$ cat config.mk
export PLATFORM = sky130hd
export DESIGN_NAME = regfile_wb_arbiter_flat
export DESIGN_NICKNAME = d
export VERILOG_FILES = /design/src/rtl/regfile_wb_arbiter_pkg.sv /design/src/rtl/regfile_wb_arbiter_if.sv /design/src/rtl/regfile_wb_arbiter_scoreboard.sv /design/src/rtl/regfile_wb_arbiter.sv /design/src/flat_wrapper.sv
export SDC_FILE = /design/constraint.sdc
export NUM_CORES = 1
export LEC_CHECK = 0
export ABC_AREA = 1
export ABC_CLOCK_PERIOD_IN_PS = 1650
export CORE_MARGIN = 1.5
export CORE_UTILIZATION = 42
export DETAILED_ROUTE_END_ITERATION = 10
export PLACE_DENSITY = 0.77
export SKIP_LAST_GASP = 1
export SLEW_MARGIN = 15
export SYNTH_ARGS = -nofsm -noshare
export SYNTH_HDL_FRONTEND = slang
export SYNTH_SLANG_ARGS = --single-unit
$ cat constraint.sdc
create_clock -name CLK -period 1.65 [get_ports CLK]
set_input_delay 0.33 -clock CLK [delete_from_list [all_inputs] [get_ports CLK]]
set_output_delay 0.33 -clock CLK [all_outputs]
set_load 0.01 [all_outputs]
$ cat src/rtl/regfile_wb_arbiter_pkg.sv
// Shared widths and grant encoding for the register-file writeback arbiter.
package regfile_wb_arbiter_pkg;

  localparam int REG_ADDR_W = 5;
  localparam int DATA_W     = 32;
  localparam int NUM_REGS   = 32;
  localparam int WAIT_CNT_W = 4;

  typedef enum logic [1:0] {
    GNT_NONE = 2'd0,
    GNT_P0   = 2'd1,
    GNT_P1   = 2'd2
  } grant_e;

endpackage

$ cat src/rtl/regfile_wb_arbiter_if.sv
// Writeback request ports, reservation/hazard lookup and register-file write port.
interface regfile_wb_arbiter_if;
  import regfile_wb_arbiter_pkg::*;

  logic                  Valid0;
  logic [REG_ADDR_W-1:0] Reg0;
  logic [DATA_W-1:0]     Data0;
  logic                  Ready0;
  logic                  Valid1;
  logic [REG_ADDR_W-1:0] Reg1;
  logic [DATA_W-1:0]     Data1;
  logic                  Ready1;
  logic                  ResValid;
  logic [REG_ADDR_W-1:0] ResReg;
  logic [REG_ADDR_W-1:0] ReadReg1;
  logic [REG_ADDR_W-1:0] ReadReg2;
  logic                  Hazard1;
  logic                  Hazard2;
  logic                  RegWrite;
  logic [REG_ADDR_W-1:0] WriteReg;
  logic [DATA_W-1:0]     WriteData;

  modport slave (
    input  Valid0, Reg0, Data0, Valid1, Reg1, Data1,
           ResValid, ResReg, ReadReg1, ReadReg2,
    output Ready0, Ready1, Hazard1, Hazard2, RegWrite, WriteReg, WriteData
  );

  modport master (
    output Valid0, Reg0, Data0, Valid1, Reg1, Data1,
           ResValid, ResReg, ReadReg1, ReadReg2,
    input  Ready0, Ready1, Hazard1, Hazard2, RegWrite, WriteReg, WriteData
  );

endinterface

$ cat src/rtl/regfile_wb_arbiter_scoreboard.sv
// Busy-bit scoreboard: reservations set, accepted writebacks clear, decode looks up hazards.
module regfile_scoreboard
  import regfile_wb_arbiter_pkg::*;
(
  input  logic                  clk,
  input  logic                  rst,
  input  logic                  set_en,
  input  logic [REG_ADDR_W-1:0] set_reg,
  input  logic                  clr_en,
  input  logic [REG_ADDR_W-1:0] clr_reg,
  input  logic                  wr_en,
  input  logic [REG_ADDR_W-1:0] wr_reg,
  input  logic [REG_ADDR_W-1:0] rd_reg1,
  input  logic [REG_ADDR_W-1:0] rd_reg2,
  output logic                  hazard1,
  output logic                  hazard2
);

  logic [NUM_REGS-1:0] busy_q;
  logic [NUM_REGS-1:0] busy_d;

  // Set is applied after clear so a same-edge reservation survives its own writeback.
  always_comb begin
    busy_d = busy_q;
    if (clr_en) busy_d[clr_reg] = 1'b0;
    if (set_en) busy_d[set_reg] = 1'b1;
    busy_d[0] = 1'b0;
  end

  always_ff @(posedge clk) begin
    if (rst) busy_q <= '0;
    else     busy_q <= busy_d;
  end

  // The in-flight term covers the cycle where the write lands on the falling edge.
  assign hazard1 = busy_q[rd_reg1] | (wr_en & (wr_reg == rd_reg1) & (|rd_reg1));
  assign hazard2 = busy_q[rd_reg2] | (wr_en & (wr_reg == rd_reg2) & (|rd_reg2));

endmodule

$ cat src/rtl/regfile_wb_arbiter.sv
// Two-port writeback arbiter with port-1 starvation guard, registered write port and hazard scoreboard.
module regfile_wb_arbiter
  import regfile_wb_arbiter_pkg::*;
#(
  parameter int STARVE_LIMIT = 4
) (
  input logic                  CLK,
  input logic                  RST,
  regfile_wb_arbiter_if.slave  bus
);

  localparam logic [WAIT_CNT_W-1:0] LIMIT = WAIT_CNT_W'(STARVE_LIMIT);

  logic [WAIT_CNT_W-1:0] wait_cnt_q, wait_cnt_d;
  logic                  reg_write_q, reg_write_d;
  logic [REG_ADDR_W-1:0] write_reg_q, write_reg_d;
  logic [DATA_W-1:0]     write_data_q, write_data_d;
  logic                  ready0, ready1, forced;
  grant_e                grant;
  logic [REG_ADDR_W-1:0] acc_reg;

  always_comb begin
    forced       = (wait_cnt_q == LIMIT);
    ready0       = 1'b0;
    ready1       = 1'b0;
    grant        = GNT_NONE;
    acc_reg      = '0;
    wait_cnt_d   = wait_cnt_q;
    reg_write_d  = 1'b0;
    write_reg_d  = write_reg_q;
    write_data_d = write_data_q;

    if (!RST) begin
      if (forced) begin
        ready1 = bus.Valid1;
      end else begin
        ready0 = bus.Valid0 | ~bus.Valid1;
        ready1 = bus.Valid1 & ~bus.Valid0;
      end
    end

    if (bus.Valid0 && ready0)      grant = GNT_P0;
    else if (bus.Valid1 && ready1) grant = GNT_P1;

    case (grant)
      GNT_P0: begin
        acc_reg      = bus.Reg0;
        write_reg_d  = bus.Reg0;
        write_data_d = bus.Data0;
        reg_write_d  = |bus.Reg0;
      end
      GNT_P1: begin
        acc_reg      = bus.Reg1;
        write_reg_d  = bus.Reg1;
        write_data_d = bus.Data1;
        reg_write_d  = |bus.Reg1;
      end
      default: ;
    endcase

    // Stall counter tracks only a waiting port 1 and pins at the limit.
    if (!bus.Valid1 || grant == GNT_P1) wait_cnt_d = '0;
    else if (wait_cnt_q < LIMIT)        wait_cnt_d = wait_cnt_q + 1'b1;
  end

  always_ff @(posedge CLK) begin
    if (RST) begin
      wait_cnt_q   <= '0;
      reg_write_q  <= 1'b0;
      write_reg_q  <= '0;
      write_data_q <= '0;
    end else begin
      wait_cnt_q   <= wait_cnt_d;
      reg_write_q  <= reg_write_d;
      write_reg_q  <= write_reg_d;
      write_data_q <= write_data_d;
    end
  end

  regfile_scoreboard u_scoreboard (
    .clk     (CLK),
    .rst     (RST),
    .set_en  (bus.ResValid),
    .set_reg (bus.ResReg),
    .clr_en  (grant != GNT_NONE),
    .clr_reg (acc_reg),
    .wr_en   (reg_write_q),
    .wr_reg  (write_reg_q),
    .rd_reg1 (bus.ReadReg1),
    .rd_reg2 (bus.ReadReg2),
    .hazard1 (bus.Hazard1),
    .hazard2 (bus.Hazard2)
  );

  assign bus.Ready0    = ready0;
  assign bus.Ready1    = ready1;
  assign bus.RegWrite  = reg_write_q;
  assign bus.WriteReg  = write_reg_q;
  assign bus.WriteData = write_data_q;

endmodule

$ cat src/flat_wrapper.sv
// flat-port wrapper written by rule: the top's interface ports become plain ports
module regfile_wb_arbiter_flat import regfile_wb_arbiter_pkg::*;
#(
  parameter int STARVE_LIMIT = 4
)
  (CLK, RST, bus_Valid0, bus_Reg0, bus_Data0, bus_Valid1, bus_Reg1, bus_Data1, bus_ResValid, bus_ResReg, bus_ReadReg1, bus_ReadReg2, bus_Ready0, bus_Ready1, bus_Hazard1, bus_Hazard2, bus_RegWrite, bus_WriteReg, bus_WriteData);
  regfile_wb_arbiter_if bus_i ();
  input logic CLK;
  input logic RST;
  input wire logic [$bits(bus_i.Valid0)-1:0] bus_Valid0;
  input wire logic [$bits(bus_i.Reg0)-1:0] bus_Reg0;
  input wire logic [$bits(bus_i.Data0)-1:0] bus_Data0;
  input wire logic [$bits(bus_i.Valid1)-1:0] bus_Valid1;
  input wire logic [$bits(bus_i.Reg1)-1:0] bus_Reg1;
  input wire logic [$bits(bus_i.Data1)-1:0] bus_Data1;
  input wire logic [$bits(bus_i.ResValid)-1:0] bus_ResValid;
  input wire logic [$bits(bus_i.ResReg)-1:0] bus_ResReg;
  input wire logic [$bits(bus_i.ReadReg1)-1:0] bus_ReadReg1;
  input wire logic [$bits(bus_i.ReadReg2)-1:0] bus_ReadReg2;
  output wire logic [$bits(bus_i.Ready0)-1:0] bus_Ready0;
  output wire logic [$bits(bus_i.Ready1)-1:0] bus_Ready1;
  output wire logic [$bits(bus_i.Hazard1)-1:0] bus_Hazard1;
  output wire logic [$bits(bus_i.Hazard2)-1:0] bus_Hazard2;
  output wire logic [$bits(bus_i.RegWrite)-1:0] bus_RegWrite;
  output wire logic [$bits(bus_i.WriteReg)-1:0] bus_WriteReg;
  output wire logic [$bits(bus_i.WriteData)-1:0] bus_WriteData;
  assign bus_i.Valid0 = bus_Valid0;
  assign bus_i.Reg0 = bus_Reg0;
  assign bus_i.Data0 = bus_Data0;
  assign bus_i.Valid1 = bus_Valid1;
  assign bus_i.Reg1 = bus_Reg1;
  assign bus_i.Data1 = bus_Data1;
  assign bus_i.ResValid = bus_ResValid;
  assign bus_i.ResReg = bus_ResReg;
  assign bus_i.ReadReg1 = bus_ReadReg1;
  assign bus_i.ReadReg2 = bus_ReadReg2;
  assign bus_Ready0 = bus_i.Ready0;
  assign bus_Ready1 = bus_i.Ready1;
  assign bus_Hazard1 = bus_i.Hazard1;
  assign bus_Hazard2 = bus_i.Hazard2;
  assign bus_RegWrite = bus_i.RegWrite;
  assign bus_WriteReg = bus_i.WriteReg;
  assign bus_WriteData = bus_i.WriteData;
  regfile_wb_arbiter #(.STARVE_LIMIT(STARVE_LIMIT)) u_core (.CLK(CLK), .RST(RST), .bus(bus_i));
endmodule
==> metrics.md, run 1 <==
| Metric | Value |
|---|---|
| Clock root cell | clkbuf_8 |
| Family with the most delay on the worst path | simple AND/OR/NAND/NOR gates |
| Row count | 36 |
| Syn Area/Cell | 6.88 um^2 |
| Vias in the first global route | 5008 |
| Vias per cell | 5.88 |
| H-tree levels | 3 |
| Fillers | 564 |
| DP Area | 6160 um^2 |
| Starting Density | 43.5% |
| Syn_nets | 716 |
| Initial antenna violation count | 0 |
| Final Hold Vio Count | 0 |
| Nets | 942 |
| Mapped Cells | 620 |
| Initial DRC count | 515 |
| CP startpoint kind | flop |
| Pleak | 3.17 nW |
| Critical Path Fanout Max | 6 |
| Async SR Flop Fraction | 0% |
| Final setup fails | 74 |
| Setup Slack @ Placement | -0.887 ns |
| Clk_skew | 0.00820 ns |
| Pwr Total | 4.97 mW |
| Hold WS | 0.490 ns |
| Routed WL per cell | 20.7 um |
| CP max stage cell | dfxtp_2 |
| Crit. End Element | flop |
| Final Cycle Share | 118% |
| Ant. Diodes | 0 |
| Die width | 104 um |
| Critical path class | reg -> reg |
| Worst slew margin | 67.4% |
| First-pass GRT wire length | 24100 um |
| All-Layer GR Usage | 27.5% |
| CTS tree | built |
| CP Data Required Time | 1.86 ns |
| CP arrival | 2.16 ns |
| Critical path's largest stage delay | 0.34 ns |
| Synth cell types | 37 |
| EDFF count, synth | 0 |
| Worst slew pin tran | 0.489 ns |
| Yosys top cell area share | 34.3% |
| Io pins | 136 |
| Post-route cell area | 7770 um^2 |
| Ys Warns | 0 |
| Post-synth top cells | nand2_1, dfxtp_1, inv_1, nor2_1, nand3_1 |
| CTS Buffer Depth | 2 |
| DRC errors left | 0 |
| Count leader, synth | nand2_1 |
| Worst-Skew Late Latency | 0.36 ns |
| PD cells | 639 nW/um^2 |
| GRT overflow | 0 |
| Placed Instances | 932 |
| Biggest area consumer among synthesized cells | dfxtp_1 |
| Violated checks | setup timing |
| Worst vdd ir | 0.522 mV |
| Seq cells post-synth | 73 |
| Most area-consuming cells after synthesis | dfxtp_1, nand2_1, o211ai_1 |
| Number of iterations in the first detailed-routing pass | 5 |
| Core ar. | 9820 um^2 |
| ANT nets after route | 0 |
| Die area | 10800 um^2 |
| Slew Viols, Final | 0 |
| Max-cap viol count | 0 |
| PnR worst setup slack | -0.293 ns |
| IO buf count | 135 |
| TritonCTS Buffers | 9 |
| Sum Neg Setup Slack | -9.48 ns |
| RSZ-0062 raised after global routing | yes |
| Area Growth Syn to Fin | 82.1% |
| Via count | 5784 |
| Pin count of the biggest net entering global routing | 37 |
| Dpl hpwl | 11100 um |
| Critical path cell sequence | inv_2, ha_4, nand3_4, buf_6, nand4_1, nand2_8, inv_8, nor2_4, nand3_2, nand2_1, a21oi_1 |
| Worst-path clk slew | 0.07 ns |
| Tmin final | 1.94 ns |
| Synthesized area | 4270 um^2 |
| CTS Hold Buffers Added | 0 |
| Final wirelength | 20300 um |
| Final Non-Filler Cells | 984 |
| Final core utilization | 79.1% |
| Post-synthesis sequential area ratio | 34.3% |
| Num Clock Sinks | 73 |
| Worst min path class | reg -> reg |
| Top FF cell, synth | dfxtp_1 |
| GPL Wtd Cong | 0.978 |
| Status | finished, violations left |
| Share of post-route cells with drive strength above 1 | 38.1% |
| Bufs and invs on worst path | 3 |
| Die height | 104 um |
| Max Clk Rate | 0.515 GHz |
## flip-flops by register name, indices dropped and copies added, names as in the netlist
register / cells
u_core.bus.WriteData: 32
u_core.bus.WriteReg: 5
u_core.u_scoreboard.busy_q: 31
u_core.bus.RegWrite: 1
u_core.wait_cnt_q: 4
## worst register-to-register path, delay by kind of cell (launching register included)
kind                     cells  cell delay (ns)
adder cells (fa/ha/maj)      1             0.16
buffers and inverters        3             0.24
AND/OR/NAND/NOR              6             0.97
AO/OA/AOI/OAI                1             0.09
flip-flops                   1             0.34
## where the power goes
group	leakage (nW)	switching (mW)	internal, mW
Clock	0.0974	0.685	0.738
Combinational	2.47	0.796	0.820
Sequential	0.607	0.0775	1.85
Total	3.17	1.56	3.41
## final timing paths
| path | startpoint | to | slack [ns] | cells past startpoint |
|---|---|---|---|---|
| worst max-delay path | u_core.wait_cnt_q[1]$_SDFFE_PP0N_ | u_core.u_scoreboard.busy_q[17]$_SDFF_PP0_ | -0.29 | 11 |
| worst min-delay path | u_core.u_scoreboard.busy_q[6]$_SDFF_PP0_ | u_core.u_scoreboard.busy_q[6]$_SDFF_PP0_ | 0.49 | 2 |
| worst max register to register | u_core.wait_cnt_q[1]$_SDFFE_PP0N_ | u_core.u_scoreboard.busy_q[17]$_SDFF_PP0_ | -0.29 | 11 |
| worst min register to register | u_core.u_scoreboard.busy_q[6]$_SDFF_PP0_ | u_core.u_scoreboard.busy_q[6]$_SDFF_PP0_ | 0.49 | 2 |
## cell families after synthesis
logic type / Yosys count / synth area share (%)
xor+xnor: 3 / 0.616
simple gates: 269 / 27.9
flops: 73 / 34.3
fa+ha+maj: 2 / 0.586
compound gates: 163 / 24.4
buf+inv: 110 / 12.2
## metal layers
layer / global-route usage (%) / vias to the layer above / wire length [um]
li1: - / 2547 / -
met1: 32.3 / 2720 / 7310
met2: 47.4 / 391 / 10000
met3: 6.29 / 126 / 1600
met4: 13.2 / 0 / 1370
met5: 0 / - / 0
## placed cells by master (no fill, tap or decap), types with 4 or more instances in the layout
cell	Yosys	final
nor2_1	73	40
buf_4	3	64
o21ai_0	26	11
nand2_1	102	86
nand3_1	55	32
o21ai_2	21	29
buf_12	2	12
clkbuf_8	0	10
inv_8	0	4
a21oi_2	1	17
dfxtp_1	73	53
o211ai_1	41	41
dfxtp_4	0	4
nand3_2	0	16
buf_2	9	4
buf_6	6	18
inv_2	6	18
nand2_4	3	7
a21oi_1	51	35
buf_8	0	5
clkdlybuf4s50_1	0	115
nor2_2	8	19
nand2_8	0	8
nor3_1	11	10
clkbuf_16	0	9
o21ai_1	12	18
nand3_4	1	8
dfxtp_2	0	16
nand4_1	6	6
nand2_2	6	12
nor2_4	0	22
dlygate4sd2_1	0	10
inv_1	73	53
## area by class of cell
cell class	instances	area [um^2]	share of cell area, %
clock buffer	13	149	1.92
clock inverter	3	40.0	0.515
inverter	80	355	4.57
multi-input combinational	439	3000	38.6
sequential	73	1500	19.3
tap	133	166	2.14
timing repair buffer	242	2560	32.9
timing repair inverter	1	8.76	0.113
## what timing repair did
action / CTS / global route
endpoints found under the hold margin: 0 / 0
endpoints found under the setup margin: 79 / 75
cloned: 2 / 14
setup buffers: 8 / 16
pin swaps: 21 / 52
gates resized for setup: 126 / 190
(Power assumes the default switching activity.)
==> run 2: changes to the inputs <==
- PLACE_DENSITY: 0.77 -> not set
- PLACE_DENSITY_LB_ADDON: not set -> 0.2
==> run 2 against run 1 <==
Compared with the run above:
- the flow still finishes with violations (setup timing)
- critical path depth stayed put
- die area stayed put
- global-route usage shrank 0.72 points
- clock skew is 0.0024 ns lower
- power grew 1.5%
- core utilization fell by 4.0 points
- sequential cell count unchanged
- cell count down 0.51%
==> metrics.md, run 2 (synthesis results as in run 1) <==
| Metric | Value |
|---|---|
| Routed WL per cell | 17.1 um (-17%) |
| Starting Density | 43.5% (unchanged) |
| DRC errors left | 0 (unchanged) |
| Dpl hpwl | 10600 um (-4.4%) |
| GRT overflow | 0 (unchanged) |
| Status | finished, violations left |
| Share of post-route cells with drive strength above 1 | 32.2% (-5.9 points) |
| CP arrival | 2.08 ns (-0.08 ns) |
| First-pass GRT wire length | 23400 um (-3.0%) |
| Slew Viols, Final | 0 (unchanged) |
| Hold WS | 0.463 ns (-0.0265 ns) |
| Number of iterations in the first detailed-routing pass | 5 (unchanged) |
| Num Clock Sinks | 73 (unchanged) |
| TritonCTS Buffers | 9 (unchanged) |
| Crit. End Element | flop |
| Vias per cell | 5.35 (-9.0%) |
| RSZ-0062 raised after global routing | yes |
| CTS tree | built |
| Reg-to-reg critical path startpoint | u_core.wait_cnt_q[0]$_SDFFE_PP0N_ |
| Ant. Diodes | 0 (unchanged) |
| NetSw | 1.49 mW (-4.6%) |
| Vias in the first global route | 4914 (-1.9%) |
| Io pins | 136 (unchanged) |
| Most frequent cells in the layout | clkdlybuf4s50_1, nand2_1, buf_4 |
| CP startpoint kind | flop |
| Die area | 10800 um^2 (unchanged) |
| Reg-to-Reg End | u_core.u_scoreboard.busy_q[7]$_SDFF_PP0_ |
| Max Clk Rate | 0.538 GHz (+4.4%) |
| Worst slew margin | 71.0% (+3.6 points) |
| ANT nets after route | 0 (unchanged) |
| Row count | 36 (unchanged) |
| Final Hold Vio Count | 0 (unchanged) |
| Worst slew pin tran | 0.435 ns (-0.0534 ns) |
| Critical Path Fanout Max | 7 (+1) |
| Critical Path Sink | u_core.u_scoreboard.busy_q[7]$_SDFF_PP0_ |
| CTS Hold Buffers Added | 0 (unchanged) |
| Initial antenna violation count | 0 (unchanged) |
| Pint | 3.56 mW (+4.3%) |
| Crit path from | u_core.wait_cnt_q[0]$_SDFFE_PP0N_ |
| CTS Buffer Depth | 2 (unchanged) |
| Worst-path clk slew | 0.08 ns (about the same) |
| PnR worst setup slack | -0.210 ns (+0.0826 ns) |
| Initial DRC count | 252 (-51%) |
| Die height | 104 um (unchanged) |
| Final setup fails | 65 (-12%) |
| CP Data Required Time | 1.87 ns (about the same) |
| Setup Slack @ Placement | -0.874 ns (+0.0129 ns) |
| Combinational share of power | 28.7% (-3.8 points) |
| Violated checks | setup timing |
| Reg2Reg Depth | 11 (unchanged) |
| Sum Neg Setup Slack | -6.47 ns (+3.01 ns) |
| Most common cell after layout, fill and taps aside | clkdlybuf4s50_1 |
| Clock root cell | clkbuf_8 |
| Max-cap viol count | 0 (unchanged) |
| Die width | 104 um (unchanged) |
| PD cells | 683 nW/um^2 (+6.9%) |
| Sequential Power Share | 38.1% (-0.7 points) |
| GPL Wtd Cong | 0.859 (-12%) |
| Core ar. | 9820 um^2 (unchanged) |
| Pleak | 3.08 nW (-2.8%) |
| Max FFs per register | 32 (unchanged) |
| Final Cycle Share | 113% (-5.0 points) |
| Clk_skew | 0.00581 ns (-0.00239 ns) |
| H-tree levels | 3 (unchanged) |
| Final wirelength | 16700 um (-18%) |
| Clock Power Share | 33.3% (+4.7 points) |
| All-Layer GR Usage | 26.8% (-0.72 points) |
| Tmin final | 1.86 ns (-0.0826 ns) |
| Pin count of the biggest net entering global routing | 37 (unchanged) |
| Via count | 5236 (-9.5%) |
| IO buf count | 135 (unchanged) |
| Worst min path class | reg -> reg |
| Worst-Skew Late Latency | 0.35 ns (about the same) |
| Worst vdd ir | 0.469 mV (-10%) |
| Critical path class | reg -> reg |
| Setup slack, reg-to-reg | -0.21 ns (+0.08 ns) |
| Area Growth Syn to Fin | 72.9% |
| Nets | 937 (-0.53%) |
| Switching Share | 29.5% (-1.9 points) |
run 2: worst min path at each step:
stage | cells after the start | end | startpoint
after detailed placement | 2 | u_core.u_scoreboard.busy_q[9]$_SDFF_PP0_ | u_core.u_scoreboard.busy_q[9]$_SDFF_PP0_
after CTS | 2 | u_core.u_scoreboard.busy_q[9]$_SDFF_PP0_ | u_core.u_scoreboard.busy_q[9]$_SDFF_PP0_
after floorplan | 2 | u_core.u_scoreboard.busy_q[3]$_SDFF_PP0_ | u_core.u_scoreboard.busy_q[3]$_SDFF_PP0_
after global routing | 2 | u_core.u_scoreboard.busy_q[13]$_SDFF_PP0_ | u_core.u_scoreboard.busy_q[13]$_SDFF_PP0_
after global placement | 2 | u_core.u_scoreboard.busy_q[19]$_SDFF_PP0_ | u_core.u_scoreboard.busy_q[19]$_SDFF_PP0_
final | 2 | u_core.u_scoreboard.busy_q[13]$_SDFF_PP0_ | u_core.u_scoreboard.busy_q[13]$_SDFF_PP0_
run 2: critical path, stage by stage, from the launching register on:
cell	delay, ns
dfxtp_2	0.33
inv_2	0.07
ha_4	0.14
nand3_4	0.10
buf_6	0.15
nand4_1	0.15
nand2_4	0.14
buf_6	0.15
nor2_4	0.22
nand3_2	0.10
nand2_1	0.09
a21oi_1	0.08
run 2: power by group through the flow:
stage,registers [mW],logic (mW),clock network (mW)
2_1_floorplan,1.98,0.495,0
3_3_place_gp,1.95,1.10,0
3_5_place_dp,1.95,1.12,0
4_1_cts,1.91,1.19,1.67
5_1_grt,1.93,1.54,1.76
6_report,1.92,1.45,1.68
run 2: repair_timing:
item | 4_1_cts | 5_1_grt
endpoints found under the hold margin | 0 | 0
gates resized for setup | 112 | 115
buffers inserted | 7 | 20
setup endpoints to repair | 79 | 72
cloned | 2 | 11
pin swaps | 16 | 33
run 2: metal layers:
layer / track usage (%) / wire length (um) / vias up
met4: 10.6 / 608 / 0
met5: 0 / 0 / -
met3: 6.61 / 1060 / 55
met2: 48.0 / 8530 / 208
li1: - / - / 2522
met1: 30.5 / 6540 / 2451
run 2: final cells by class:
cell class / count / area, um^2
multi-input combinational: 438 / 2730
fill: 750 / 2440
timing repair buffer: 239 / 2430
sequential: 73 / 1490
inverter: 80 / 327
tap: 133 / 166
clock buffer: 11 / 151
clock inverter: 5 / 85.1
run 2: stage by stage:
| stage | power, mW | std cells | utilization [%] | cell area [um^2] |
|---|---|---|---|---|
| 3_3_place_gp | 3.05 | 923 | 61.9 | 6080 |
| 5_1_grt | 5.23 | 979 | 75.1 | 7380 |
| 6_report | 5.04 | 979 | 75.1 | 7380 |
| 3_5_place_dp | 3.07 | 923 | 61.9 | 6080 |
| 4_1_cts | 4.77 | 948 | 67.1 | 6590 |
| 2_1_floorplan | 2.47 | 620 | - | 4270 |
